**config.mk**
```make
export PLATFORM = sky130hd
export DESIGN_NAME = nasti_lite_burst_reader
export DESIGN_NICKNAME = d
export VERILOG_FILES = /design/src/rtl/nasti_lite_burst_reader.sv
export SDC_FILE = /design/constraint.sdc
export NUM_CORES = 1
export LEC_CHECK = 0
export ABC_AREA = 1
export BUFFER_PORTS_ARGS = -buffer_cell sky130_fd_sc_hd__buf_4
export CAP_MARGIN = 30
export CORE_ASPECT_RATIO = 2
export CORE_MARGIN = 5
export CORE_UTILIZATION = 35
export DETAILED_ROUTE_END_ITERATION = 12
export PLACE_DENSITY = 0.58
export SLEW_MARGIN = 20
export SYNTH_ARGS = -nofsm -noshare
export SYNTH_HDL_FRONTEND = slang
export SYNTH_SLANG_ARGS = --single-unit
```
**constraint.sdc**
```tcl
create_clock -name clk -period 2.6 [get_ports clk]
set_input_delay 0.52 -clock clk [delete_from_list [all_inputs] [get_ports clk]]
set_output_delay 0.52 -clock clk [all_outputs]
set_load 0.01 [all_outputs]
```
**src/rtl/nasti_lite_burst_reader.sv**
```systemverilog
// Turns NASTI read bursts into one-at-a-time NASTI-Lite single-beat reads and
// reassembles the returned beats into an R burst carrying the original id/user.
module nasti_lite_burst_reader #(
    parameter int ID_WIDTH   = 2,
    parameter int ADDR_WIDTH = 32,
    parameter int DATA_WIDTH = 32,
    parameter int USER_WIDTH = 1
) (
    input  logic                  clk,
    input  logic                  rstn,
    input  logic [ID_WIDTH-1:0]   nasti_ar_id,
    input  logic [ADDR_WIDTH-1:0] nasti_ar_addr,
    input  logic [7:0]            nasti_ar_len,
    input  logic [2:0]            nasti_ar_size,
    input  logic [1:0]            nasti_ar_burst,
    input  logic [2:0]            nasti_ar_prot,
    input  logic [USER_WIDTH-1:0] nasti_ar_user,
    input  logic                  nasti_ar_valid,
    output logic                  nasti_ar_ready,
    output logic [ID_WIDTH-1:0]   nasti_r_id,
    output logic [DATA_WIDTH-1:0] nasti_r_data,
    output logic [1:0]            nasti_r_resp,
    output logic                  nasti_r_last,
    output logic [USER_WIDTH-1:0] nasti_r_user,
    output logic                  nasti_r_valid,
    input  logic                  nasti_r_ready,
    output logic [ADDR_WIDTH-1:0] lite_ar_addr,
    output logic [2:0]            lite_ar_prot,
    output logic                  lite_ar_valid,
    input  logic                  lite_ar_ready,
    input  logic [DATA_WIDTH-1:0] lite_r_data,
    input  logic [1:0]            lite_r_resp,
    input  logic                  lite_r_valid,
    output logic                  lite_r_ready
);

    localparam int BYTES = DATA_WIDTH / 8;
    localparam logic [1:0] BURST_INCR = 2'b01;
    localparam logic [1:0] RESP_SLVERR = 2'b10;

    typedef enum logic [2:0] {S_IDLE, S_AR, S_R, S_DRAIN, S_ERR} state_t;

    state_t                  state, state_nxt;
    logic [7:0]              cnt, len_q;
    logic [2:0]              size_q;
    logic [1:0]              burst_q;
    logic [ADDR_WIDTH-1:0]   cur_addr, step, next_addr;
    logic                    ar_hs, unsupported, slot_free, beat_last;
    logic                    beat_load;
    logic [DATA_WIDTH-1:0]   beat_data;
    logic [1:0]              beat_resp;

    assign ar_hs       = nasti_ar_valid && nasti_ar_ready;
    assign unsupported = nasti_ar_burst[1] || ((32'd1 << nasti_ar_size) > 32'(BYTES));
    assign slot_free   = !nasti_r_valid || nasti_r_ready;
    assign beat_last   = (cnt == len_q);

    // Align then step: beat 0 may be unaligned, every later beat is aligned.
    assign step      = ADDR_WIDTH'(1) << size_q;
    assign next_addr = (cur_addr & ~(step - ADDR_WIDTH'(1))) + step;

    assign lite_ar_addr = cur_addr;

    always_ff @(posedge clk) begin
        if (!rstn) state <= S_IDLE;
        else       state <= state_nxt;
    end

    always_comb begin
        state_nxt      = state;
        nasti_ar_ready = 1'b0;
        lite_ar_valid  = 1'b0;
        lite_r_ready   = 1'b0;
        beat_load      = 1'b0;
        beat_data      = lite_r_data;
        beat_resp      = lite_r_resp;
        case (state)
            S_IDLE: begin
                nasti_ar_ready = 1'b1;
                if (nasti_ar_valid) state_nxt = unsupported ? S_ERR : S_AR;
            end
            S_AR: begin
                lite_ar_valid = 1'b1;
                if (lite_ar_ready) state_nxt = S_R;
            end
            S_R: begin
                lite_r_ready = slot_free;
                if (lite_r_valid && slot_free) begin
                    beat_load = 1'b1;
                    state_nxt = beat_last ? S_DRAIN : S_AR;
                end
            end
            S_DRAIN: begin
                if (nasti_r_valid && nasti_r_ready) state_nxt = S_IDLE;
            end
            S_ERR: begin
                beat_data = '0;
                beat_resp = RESP_SLVERR;
                if (slot_free) begin
                    beat_load = 1'b1;
                    if (beat_last) state_nxt = S_DRAIN;
                end
            end
            default: state_nxt = S_IDLE;
        endcase
    end

    always_ff @(posedge clk) begin
        if (!rstn) begin
            cnt           <= '0;
            len_q         <= '0;
            size_q        <= '0;
            burst_q       <= '0;
            cur_addr      <= '0;
            lite_ar_prot  <= '0;
            nasti_r_id    <= '0;
            nasti_r_user  <= '0;
            nasti_r_data  <= '0;
            nasti_r_resp  <= '0;
            nasti_r_last  <= 1'b0;
            nasti_r_valid <= 1'b0;
        end else begin
            if (ar_hs) begin
                cnt          <= '0;
                len_q        <= nasti_ar_len;
                size_q       <= nasti_ar_size;
                burst_q      <= nasti_ar_burst;
                cur_addr     <= nasti_ar_addr;
                lite_ar_prot <= nasti_ar_prot;
                nasti_r_id   <= nasti_ar_id;
                nasti_r_user <= nasti_ar_user;
            end
            if (nasti_r_ready) nasti_r_valid <= 1'b0;
            // A new beat loading in the same cycle overrides the clear above.
            if (beat_load) begin
                nasti_r_valid <= 1'b1;
                nasti_r_data  <= beat_data;
                nasti_r_resp  <= beat_resp;
                nasti_r_last  <= beat_last;
                cnt           <= cnt + 8'd1;
                if (state == S_R && !beat_last && burst_q == BURST_INCR)
                    cur_addr <= next_addr;
            end
        end
    end

endmodule

```
==> summary.txt, run 1 <==
CLOCK TREE
--------------------------------------------------------------------------------------
Hold-fix buffers at CTS                                                              0
Count of clock tree sinks                                                           98
Skew-Pair Late Insertion Delay                                                  350 ps
CTS Buf Count                                                                        9
Clock tree root buffer cell                                               sky130_fd_sc_hd__clkbuf_16
H-tree levels                                                                        3
Maximum root-to-sink buffer count                                                    2
Clock tree from TritonCTS                                                         done
Clock slew at the register clock pins of the worst setup and hold paths          70 ps

LAYOUT
--------------------------------------------------------------------------------------
Total Nets Final                                                                  1145
Most frequent cells in the layout                                         227 x sky130_fd_sc_hd__nand2_1, 184 x sky130_fd_sc_hd__buf_4, 108 x sky130_fd_sc_hd__inv_1, 95 x sky130_fd_sc_hd__nor2_1, 95 x sky130_fd_sc_hd__dfxtp_1
Utilization of the core after routing                                            0.477
Count of fill cells added during filler insertion                                 1707
Design area                                                                  7560 um^2
Area Overhead vs Synth                                                           33.7%
Antenna Diode Count                                                                  0
Ratio of cells with drive above 1 in the final layout                            0.247
Commonest non-fill, non-tap cell in the layout                            sky130_fd_sc_hd__nand2_1

DIE
--------------------------------------------------------------------------------------
Chip height                                                                     190 um
I/O pins                                                                           168
Standard-cell rows                                                                  65
Starting density of the core                                                     0.357
Die footprint                                                               19000 um^2
Die X                                                                          99.9 um
Area of the core region                                                     15900 um^2

PWR
--------------------------------------------------------------------------------------
P per Cell Area                                                            826 nW/um^2
Net Sw Power                                                                   2.55 mW
Clock share of power                                                             0.222
Leakage power of the design                                                    3.40 nW
Combinational cell fraction of total power                                       0.442
Worst IR drop on VDD                                                            427 uV
Final total power                                                              6.25 mW
Total internal power                                                           3.70 mW
Flop pwr share                                                                   0.335
Switching power as a share of total power                                        0.408

LOGIC SYNTHESIS
--------------------------------------------------------------------------------------
Count of flip-flops with a built-in enable after synthesis                           0
Main synth FF type                                                        sky130_fd_sc_hd__dfxtp_1
Proportion of synthesized flip-flops having asynchronous set or reset                0
Top-area cell type share of the netlist area                                     0.347
Yosys cell types                                                                    47
Count of synthesis-stage warnings from yosys                                         0
Yosys reg bits                                                                      98
Synth top area cells                                                      sky130_fd_sc_hd__dfxtp_1 35%, sky130_fd_sc_hd__nand2_1 15%, sky130_fd_sc_hd__inv_1 7.4%
Post-synthesis instance area                                                 5660 um^2
Number of standard cells after synthesis                                           886
Number of nets in the synthesized netlist                                          983
Average instance area after synthesis                                        6.38 um^2
Top cell type by total area after synthesis                               sky130_fd_sc_hd__dfxtp_1
Sequential fraction of the synthesis area                                        0.347

CRITICAL PATH
--------------------------------------------------------------------------------------
Kind of start point of the critical path                                     flip-flop
Max Fanout on Critical Path                                                          5
Classification of the worst setup path                                         reg2reg
Required time worst endpoint                                                   2840 ps
Crit path capture type                                                       flip-flop
Arrival time at the worst endpoint                                             2660 ps

STA
--------------------------------------------------------------------------------------
Final critical delay including setup and external delays                       2420 ps
Final Hold Violating Endpoints                                                       0
Worst max-slew margin expressed relative to the limit                            0.474
Max Clock Skew                                                                 11.8 ps
Achievable Freq                                                                413 MHz
Final number of setup-violating endpoints                                            0
Slew of the pin with the lowest slew margin                                     788 ps
Pins over their slew limit                                                           0
Setup TNS                                                                         0 ps
Tcrit/Tclk final                                                                 0.931

DETAILED ROUTING
--------------------------------------------------------------------------------------
Count of nets left with antenna violations after detail routing                      0
Detail-routed net length per standard cell                                     15.3 um
Detailed Routing Iterations Pass 1                                                   5
# DRC                                                                                0
Vias per cell                                                                     4.92
1st-iter DRT viols                                                                 183
Wirelength, routed                                                            19200 um
Routed vias                                                                       6170

PLACEMENT
--------------------------------------------------------------------------------------
Placed cell areas                                                            7160 um^2
Number of buffers inserted by port buffering                                       167
HPWL reported at the end of detailed placement                                15300 um
Routability congestion estimate from global placement                            0.921

GLOBAL ROUTE
--------------------------------------------------------------------------------------
Largest net degree at the start of global routing                                   40
Total track usage                                                                0.201
Global route overflow                                                                0
Antenna violations before repair                                                     0
First-pass GRT wire length                                                    30000 um
Via count of the first global-routing pass                                        6121

STATUS
--------------------------------------------------------------------------------------
Outcome                                                                      completed

FLOW RUN
--------------------------------------------------------------------------------------
MaxCap Viol Count                                                                    0

HOLD PATH
--------------------------------------------------------------------------------------
Hold crit path type                                                             in2reg

## repair_timing
item                       CTS  global route
resized for setup            0            24
setup endpoints to repair    0            22
setup buffers                0             1
## cells by family (layout without fill, tap and decap cells)
kind of cell | after synthesis | count (layout) | synth area share
compound gates | 178 | 178 | 0.176
fa+ha+maj | 6 | 6 | 0.0133
flops | 98 | 98 | 0.347
buf+inv | 155 | 322 | 0.113
simple gates | 436 | 436 | 0.330
xor+xnor | 13 | 13 | 0.0201
## final timing paths
check / depth (start not counted) / slack [ps] / from / to
hold / removal: 3 / 390 / nasti_ar_len[2] / len_q[2]$_SDFFE_PN0P_
hold reg to reg: 2 / 450 / burst_q[0]$_SDFFE_PN0P_ / burst_q[0]$_SDFFE_PN0P_
setup reg to reg: 15 / 180 / size_q[1]$_SDFFE_PN0P_ / lite_ar_addr[10]$_SDFF_PN0_
setup / recovery: 15 / 180 / size_q[1]$_SDFFE_PN0P_ / lite_ar_addr[10]$_SDFF_PN0_
## final cells by class
class                           instances  area, um^2  area share
Clock inverter                          5        60.1     0.00794
Multi-Input combinational cell        633        3140       0.415
Inverter                              117         443      0.0586
Sequential cell                        98        1970       0.260
Timing Repair Buffer                  189        1460       0.194
Tap cell                              201         251      0.0333
Clock buffer                           11         243      0.0321
## routing by layer
| metal | wire (um) | vias to the layer above | GRT usage |
|---|---|---|---|
| met4 | 1000 | 0 | 0.111 |
| met2 | 10600 | 173 | 0.396 |
| met3 | 1120 | 48 | 0.0444 |
| met1 | 6480 | 2780 | 0.183 |
| met5 | 0 | - | 0 |
| li1 | - | 3169 | - |
## registers in the layout, summed over array words and instances (netlist names)
signal / cells
nasti_r_user: 1
lite_ar_prot: 3
lite_ar_addr: 32
cnt: 8
size_q: 3
nasti_r_data: 32
nasti_r_resp: 2
nasti_r_id: 2
len_q: 8
state: 3
nasti_r_last: 1
nasti_r_valid: 1
burst_q: 2
## power groups by stage
stage / Combinational, mW / Clock (mW) / Sequential (mW)
floorplan: 1.67 / 0 / 2.14
global placement: 2.74 / 0 / 2.13
detailed placement: 2.75 / 0 / 2.12
CTS: 2.77 / 1.43 / 2.10
global route: 3.12 / 1.49 / 2.14
finish: 2.76 / 1.39 / 2.09
## stage by stage
| step | worst slack (ps) | cells | hold WS [ps] |
|---|---|---|---|
| finish | 180 | 1254 | 390 |
| global route | -56.1 | 1254 | 382 |
| CTS | 23.2 | 1253 | 381 |
| detailed placement | 38.9 | 1237 | 449 |
| global placement | 50.4 | 1237 | 443 |
| floorplan | 263 | 886 | 431 |
## Yosys cell counts, types with 2 or more instances
cell                       instances
sky130_fd_sc_hd__nand2_2           8
sky130_fd_sc_hd__clkbuf_1         24
sky130_fd_sc_hd__xor2_1            3
sky130_fd_sc_hd__nor2_2            6
sky130_fd_sc_hd__a21oi_1          76
sky130_fd_sc_hd__buf_6             6
sky130_fd_sc_hd__nand3b_1          2
sky130_fd_sc_hd__nor3_1           13
sky130_fd_sc_hd__nor3b_1           2
sky130_fd_sc_hd__nand3_2           2
sky130_fd_sc_hd__nand2_1         230
sky130_fd_sc_hd__a311oi_2          2
sky130_fd_sc_hd__buf_2             6
sky130_fd_sc_hd__o21ai_0          68
sky130_fd_sc_hd__a21oi_2           5
sky130_fd_sc_hd__ha_1              6
sky130_fd_sc_hd__nor2_1           98
sky130_fd_sc_hd__nor2_4            2
sky130_fd_sc_hd__nand4_1          12
sky130_fd_sc_hd__o21ai_2           3
sky130_fd_sc_hd__inv_2             4
sky130_fd_sc_hd__a22oi_1           2
sky130_fd_sc_hd__o211ai_1          3
sky130_fd_sc_hd__a31oi_1           2
sky130_fd_sc_hd__nor4_1            8
sky130_fd_sc_hd__a221oi_1          3
sky130_fd_sc_hd__xnor2_1          10
sky130_fd_sc_hd__o21ai_1           7
sky130_fd_sc_hd__nand3_1          48
sky130_fd_sc_hd__inv_1           111
sky130_fd_sc_hd__dfxtp_1          98
## critical path: stages, from the launching register on
cell and delay [ps]:
sky130_fd_sc_hd__dfxtp_2 340, sky130_fd_sc_hd__nand2_2 90, sky130_fd_sc_hd__nor2_2 110, sky130_fd_sc_hd__inv_1 50, sky130_fd_sc_hd__ha_1 280, sky130_fd_sc_hd__nand2_1 60, sky130_fd_sc_hd__inv_1 40, sky130_fd_sc_hd__ha_1 310
sky130_fd_sc_hd__inv_2 70, sky130_fd_sc_hd__nor3_2 240, sky130_fd_sc_hd__a21oi_4 130, sky130_fd_sc_hd__a21oi_4 250, sky130_fd_sc_hd__buf_4 160, sky130_fd_sc_hd__nor2_1 40, sky130_fd_sc_hd__o21ai_1 110, sky130_fd_sc_hd__inv_1 40
(Power assumes the default switching activity.)
==> inputs of run 2 (changes only) <==
==> constraint.sdc (replaced) <==
create_clock -name clk -period 2.88 [get_ports clk]
set_input_delay 0.576 -clock clk [delete_from_list [all_inputs] [get_ports clk]]
set_output_delay 0.576 -clock clk [all_outputs]
set_load 0.01 [all_outputs]
==> summary.txt, run 2 (same netlist as run 1, synthesis figures left out) <==
HOLD PATH
--------------------------------------------------------------------------------------
Hold path cells                                                                      3
Destination of the worst hold path                                        len_q[5]$_SDFFE_PN0P_
Hold crit path type                                                             in2reg
Startpoint of the most critical hold path                                 nasti_ar_len[5]

STA
--------------------------------------------------------------------------------------
Worst max-slew margin expressed relative to the limit                            0.470
Final number of setup-violating endpoints                                            0
Final Hold Violating Endpoints                                                       0
Tcrit/Tclk final                                                                 0.925
Achievable Freq                                                                375 MHz
Final critical delay including setup and external delays                       2660 ps
Pins over their slew limit                                                           0
Setup TNS                                                                         0 ps
Setup repair after global routing missed its margin                                 no
Slew of the pin with the lowest slew margin                                     787 ps
Max Clock Skew                                                                 4.95 ps

LAYOUT
--------------------------------------------------------------------------------------
Utilization of the core after routing                                            0.470
Count of fill cells added during filler insertion                                 1722
Area used by sequential logic in the layout                                  1960 um^2
Antenna Diode Count                                                                  0
Most frequent cells in the layout                                         230 x sky130_fd_sc_hd__nand2_1, 176 x sky130_fd_sc_hd__buf_4, 109 x sky130_fd_sc_hd__inv_1, 97 x sky130_fd_sc_hd__nor2_1, 97 x sky130_fd_sc_hd__dfxtp_1
Combined area of the multi-input logic cells                                 3070 um^2
Ratio of cells with drive above 1 in the final layout                            0.227
Commonest non-fill, non-tap cell in the layout                            sky130_fd_sc_hd__nand2_1
Area Overhead vs Synth                                                           31.7%
Total Nets Final                                                                  1135

CRITICAL PATH
--------------------------------------------------------------------------------------
Critical path cell sequence                                               nand2_2, nor2_1, inv_1, ha_1, nand2_1, inv_1, ha_1, inv_1, nor3_1, a21oi_2, a21oi_2, nand2_1, nand2_1, nand3_1, nand2_1, inv_1
Max Fanout on Critical Path                                                          5
Kind of cell adding the most delay to the critical path                   simple AND/OR/NAND/NOR gates
Highest-delay cell along the critical path                                sky130_fd_sc_hd__dfxtp_1
Setup slack of the worst register-to-register path                              220 ps
Classification of the worst setup path                                         reg2reg
R2R depth                                                                           16
Arrival time at the worst endpoint                                             2910 ps
Kind of start point of the critical path                                     flip-flop
Critical R2R Launch                                                       size_q[0]$_SDFFE_PN0P_
Capturing point of the worst reg2reg path                                 lite_ar_addr[28]$_SDFF_PN0_
Required time worst endpoint                                                   3130 ps
CP bufs+invs                                                                         4
Worst stage delay on the critical path                                          410 ps
Critical path launch point                                                size_q[0]$_SDFFE_PN0P_
Crit path capture type                                                       flip-flop

DETAILED ROUTING
--------------------------------------------------------------------------------------
# DRC                                                                                0
Met3 WL post-DR                                                                1240 um
Vias per cell                                                                     4.96
Routed vias                                                                       6170
Detail-routed net length per standard cell                                     15.5 um
Routed wire length on met2                                                    10600 um
Detailed Routing Iterations Pass 1                                                   4
M1 wire length                                                                 6430 um
1st-iter DRT viols                                                                 233
Count of nets left with antenna violations after detail routing                      0
Highest metal layer with signal wires                                             met4
Wirelength, routed                                                            19300 um

CLOCK TREE
--------------------------------------------------------------------------------------
Hold-fix buffers at CTS                                                              0
Post-CTS Setup Repair Bufs                                                           0
Clock slew at the register clock pins of the worst setup and hold paths          70 ps
Maximum root-to-sink buffer count                                                    2
Count of clock tree sinks                                                           98
Clock tree from TritonCTS                                                         done
Clock tree root buffer cell                                               sky130_fd_sc_hd__clkbuf_16
H-tree levels                                                                        3
CTS Buf Count                                                                        9
Skew-Pair Late Insertion Delay                                                  340 ps

GLOBAL ROUTE
--------------------------------------------------------------------------------------
Antenna violations before repair                                                     0
Global route overflow                                                                0
First-pass GRT wire length                                                    30600 um
Total track usage                                                                0.204
Largest net degree at the start of global routing                                   78
Via count of the first global-routing pass                                        6326

FLOW RUN
--------------------------------------------------------------------------------------
MaxCap Viol Count                                                                    0

DIE
--------------------------------------------------------------------------------------
Die X                                                                          99.9 um
Starting density of the core                                                     0.357
Chip height                                                                     190 um
Standard-cell rows                                                                  65
I/O pins                                                                           168
Die footprint                                                               19000 um^2
Area of the core region                                                     15900 um^2

PWR
--------------------------------------------------------------------------------------
Worst IR drop on VDD                                                            566 uV
Leakage power of the design                                                    3.36 nW
P per Cell Area                                                            770 nW/um^2

PLACEMENT
--------------------------------------------------------------------------------------
Number of buffers inserted by port buffering                                       167
HPWL reported at the end of detailed placement                                15100 um
Routability congestion estimate from global placement                            0.935

STATUS
--------------------------------------------------------------------------------------
Outcome                                                                      completed

[run 2: cell types whose count changed in the layout (fill, tap and decap cells not counted), moves of 2 or more]
cell and change:
sky130_fd_sc_hd__a21oi_4 -2, sky130_fd_sc_hd__bufinv_16 +2, sky130_fd_sc_hd__nor2_1 +2, sky130_fd_sc_hd__nor2_2 -2
sky130_fd_sc_hd__dfxtp_1 +2, sky130_fd_sc_hd__buf_6 -2, sky130_fd_sc_hd__inv_6 -2, sky130_fd_sc_hd__nand2_1 +3
sky130_fd_sc_hd__buf_4 -8, sky130_fd_sc_hd__dfxtp_2 -2, sky130_fd_sc_hd__nand2_4 -2
[run 2: layout make-up]
cell class,instances,area share
multi-input cells,633,0.412
flip-flops and latches,98,0.263
clock buffers,12,0.0331
repair buffers,179,0.185
well taps,201,0.0338
clock inverters,4,0.0133
inverters,117,0.0594
[run 2: how the worst max path moves through the flow]
stage | endpoint | slack, ps | cells past startpoint
finish | lite_ar_addr[28]$_SDFF_PN0_ | 220 | 16
CTS | lite_ar_addr[18]$_SDFF_PN0_ | 180 | 16
detailed placement | lite_ar_addr[18]$_SDFF_PN0_ | 200 | 16
global route | lite_ar_addr[18]$_SDFF_PN0_ | 1 | 16
floorplan | lite_ar_addr[18]$_SDFF_PN0_ | 540 | 17
global placement | lite_ar_addr[26]$_SDFF_PN0_ | 290 | 16
[run 2: worst reg2reg max path, delay by kind of cell (launching register included)]
family | cells | cell delay, ps
simple gates | 8 | 880
fa+ha+maj | 2 | 580
compound gates | 2 | 490
flops | 1 | 410
buf+inv | 4 | 220
[run 2: metrics by stage]
step                      area [um^2]  worst slack, ps  std cells  hold WS [ps]  power (mW)
after floorplan                  5660              543        886           431        3.44
after global placement           7090              289       1228           441        4.37
after detailed placement         7090              202       1228           451        4.38
after CTS                        7440              183       1244           441        5.82
after global routing             7450             1.04       1244           446        6.19
final                            7450              216       1244           452        5.74
[run 2: power by group]
| group | internal [mW] | total, mW | switching, mW | leakage (nW) |
|---|---|---|---|---|
| Clock | 0.876 | 1.41 | 0.537 | 0.167 |
| Sequential | 1.63 | 1.89 | 0.258 | 0.802 |
| Combinational | 0.955 | 2.43 | 1.48 | 2.39 |
| Total | 3.47 | 5.74 | 2.27 | 3.36 |
[run 2: repair_timing]
action / 4_1_cts / 5_1_grt
gates resized for setup: 0 / 3
endpoints found under the hold margin: 0 / 0
setup endpoints to repair: 0 / 4
[run 2: routing by layer]
layer	up-vias	GRT usage
met2	202	0.396
met1	2774	0.186
li1	3140	-
met4	0	0.116
met5	-	0
met3	54	0.0488
==> inputs of run 3 (changes only) <==
--- a/config.mk
+++ b/config.mk
@@ -12,7 +12,7 @@
 export CORE_MARGIN = 5
 export CORE_UTILIZATION = 35
 export DETAILED_ROUTE_END_ITERATION = 12
-export PLACE_DENSITY = 0.58
+export PLACE_DENSITY = 0.6
 export SLEW_MARGIN = 20
 export SYNTH_ARGS = -nofsm -noshare
 export SYNTH_HDL_FRONTEND = slang
==> constraint.sdc (replaced) <==
create_clock -name clk -period 2.3 [get_ports clk]
set_input_delay 0.46 -clock clk [delete_from_list [all_inputs] [get_ports clk]]
set_output_delay 0.46 -clock clk [all_outputs]
set_load 0.01 [all_outputs]
==> summary.txt, run 3 (same netlist as run 1, synthesis figures left out) <==
PLACEMENT
--------------------------------------------------------------------------------------
Placed cell areas                                                            7440 um^2
Routability congestion estimate from global placement                            0.846
HPWL reported at the end of detailed placement                                15500 um
Cell count after placement                                                        1273
Number of buffers inserted by port buffering                                       167

DETAILED ROUTING
--------------------------------------------------------------------------------------
Met3 WL post-DR                                                                1120 um
Wirelength, routed                                                            20000 um
# DRC                                                                                0
Count of nets left with antenna violations after detail routing                      0
Routed wire length on met2                                                    11100 um
Vias per cell                                                                     4.92
M1 wire length                                                                 6760 um
Detailed Routing Iterations Pass 1                                                   5
Routed vias                                                                       6403
Detail-routed net length per standard cell                                     15.4 um
Highest metal layer with signal wires                                             met4
1st-iter DRT viols                                                                 159

HOLD PATH
--------------------------------------------------------------------------------------
Hold crit path type                                                             in2reg
Hold path cells                                                                      3

LAYOUT
--------------------------------------------------------------------------------------
Ratio of cells with drive above 1 in the final layout                            0.326
Area Overhead vs Synth                                                           45.0%
Total Nets Final                                                                  1193
Antenna Diode Count                                                                  0
Commonest non-fill, non-tap cell in the layout                            sky130_fd_sc_hd__buf_4
Most frequent cells in the layout                                         227 x sky130_fd_sc_hd__buf_4, 208 x sky130_fd_sc_hd__nand2_1, 101 x sky130_fd_sc_hd__inv_1, 95 x sky130_fd_sc_hd__dfxtp_1, 86 x sky130_fd_sc_hd__nor2_1
Final std cells w/o fill                                                          1302
Utilization of the core after routing                                            0.517
Design area                                                                  8200 um^2

DIE
--------------------------------------------------------------------------------------
Standard-cell rows                                                                  65
Die footprint                                                               19000 um^2
Chip height                                                                     190 um
Die X                                                                          99.9 um
Area of the core region                                                     15900 um^2
Starting density of the core                                                     0.357
I/O pins                                                                           168

STA
--------------------------------------------------------------------------------------
Tcrit/Tclk final                                                                 0.987
Final Hold Violating Endpoints                                                       0
Setup TNS                                                                         0 ps
Worst max-slew margin expressed relative to the limit                            0.564
Final number of setup-violating endpoints                                            0
Achievable Freq                                                                441 MHz
Slew of the pin with the lowest slew margin                                     648 ps
Pins over their slew limit                                                           0
Final critical delay including setup and external delays                       2270 ps
Setup repair after global routing missed its margin                                yes
Max Clock Skew                                                                 10.7 ps

CRITICAL PATH
--------------------------------------------------------------------------------------
Critical path cell sequence                                               nand2_4, nor2_4, inv_2, ha_4, nand2_2, inv_2, ha_4, inv_4, nor3_4, a21oi_4, a21oi_2, buf_4, nand2_2, nand2_1, nand3_1, nand2_1, inv_1
Kind of cell adding the most delay to the critical path                   simple AND/OR/NAND/NOR gates
Highest-delay cell along the critical path                                sky130_fd_sc_hd__dfxtp_4
Required time worst endpoint                                                   2550 ps
Max Fanout on Critical Path                                                          4
Classification of the worst setup path                                         reg2reg
Crit path capture type                                                       flip-flop
Crit. path cell count                                                               17
CP bufs+invs                                                                         5
Kind of start point of the critical path                                     flip-flop
R2R depth                                                                           17
Arrival time at the worst endpoint                                             2520 ps
Worst stage delay on the critical path                                          370 ps

STATUS
--------------------------------------------------------------------------------------
Outcome                                                                      completed

CLOCK TREE
--------------------------------------------------------------------------------------
Hold-fix buffers at CTS                                                              0
Maximum root-to-sink buffer count                                                    2
Clock tree root buffer cell                                               sky130_fd_sc_hd__clkbuf_16
CTS Buf Count                                                                        9
Clock tree from TritonCTS                                                         done
H-tree levels                                                                        3
Clock slew at the register clock pins of the worst setup and hold paths          70 ps
Count of clock tree sinks                                                           98
Skew-Pair Late Insertion Delay                                                  350 ps

GLOBAL ROUTE
--------------------------------------------------------------------------------------
Via count of the first global-routing pass                                        6423
Total track usage                                                                0.208
Largest net degree at the start of global routing                                   52
Antenna violations before repair                                                     0
First-pass GRT wire length                                                    31300 um
Global route overflow                                                                0

PWR
--------------------------------------------------------------------------------------
Final total power                                                              7.64 mW
P per Cell Area                                                            931 nW/um^2
Worst IR drop on VDD                                                            573 uV
Leakage power of the design                                                    3.70 nW

FLOW RUN
--------------------------------------------------------------------------------------
MaxCap Viol Count                                                                    0

## run 3: tightest hold or removal path: stages
cell and delay [ps]:
sky130_fd_sc_hd__buf_4 80, sky130_fd_sc_hd__nor2_1 30, sky130_fd_sc_hd__nor2_1 80
## run 3: worst paths after layout
check	from	endpoint	slack, ps
hold / removal	nasti_ar_len[5]	len_q[5]$_SDFFE_PN0P_	330
setup reg to reg	size_q[1]$_SDFFE_PN0P_	lite_ar_addr[28]$_SDFF_PN0_	30
hold reg to reg	nasti_r_data[5]$_SDFFE_PN0P_	nasti_r_data[5]$_SDFFE_PN0P_	460
setup / recovery	size_q[1]$_SDFFE_PN0P_	lite_ar_addr[28]$_SDFF_PN0_	30
## run 3: per-layer routing
layer / global-route usage / vias to the layer above
met1: 0.192 / 2871
met2: 0.411 / 220
met4: 0.113 / 0
li1: - / 3259
met3: 0.0374 / 53
met5: 0 / -
## run 3: through the flow
step           hold slack (ps)  setup slack [ps]
2_1_floorplan              431              8.47
6_report                   333              30.1
5_1_grt                    330             -82.0
4_1_cts                    320              3.88
3_3_place_gp               448             -82.9
3_5_place_dp               453              -118
## run 3: report_power, final
group	internal (mW)	switching (mW)	leakage [nW]
registers	2.05	0.320	0.803
clock network	0.963	0.685	0.154
logic	1.54	2.07	2.74
## run 3: cell type report
cell class                      count  area [um^2]
Inverter                          117          449
Fill cell                        1648         7660
Clock buffer                       13          280
Multi-Input combinational cell    633         3360
Timing Repair Buffer              237         1840
Sequential cell                    98         1970
Clock inverter                      3         45.0
Tap cell                          201          251
## run 3: timing repair
item | in CTS | in global routing
gates resized for setup | 12 | 82
endpoints found under the setup margin | 16 | 27
setup buffers | 3 | 10
pin swaps | 5 | 38
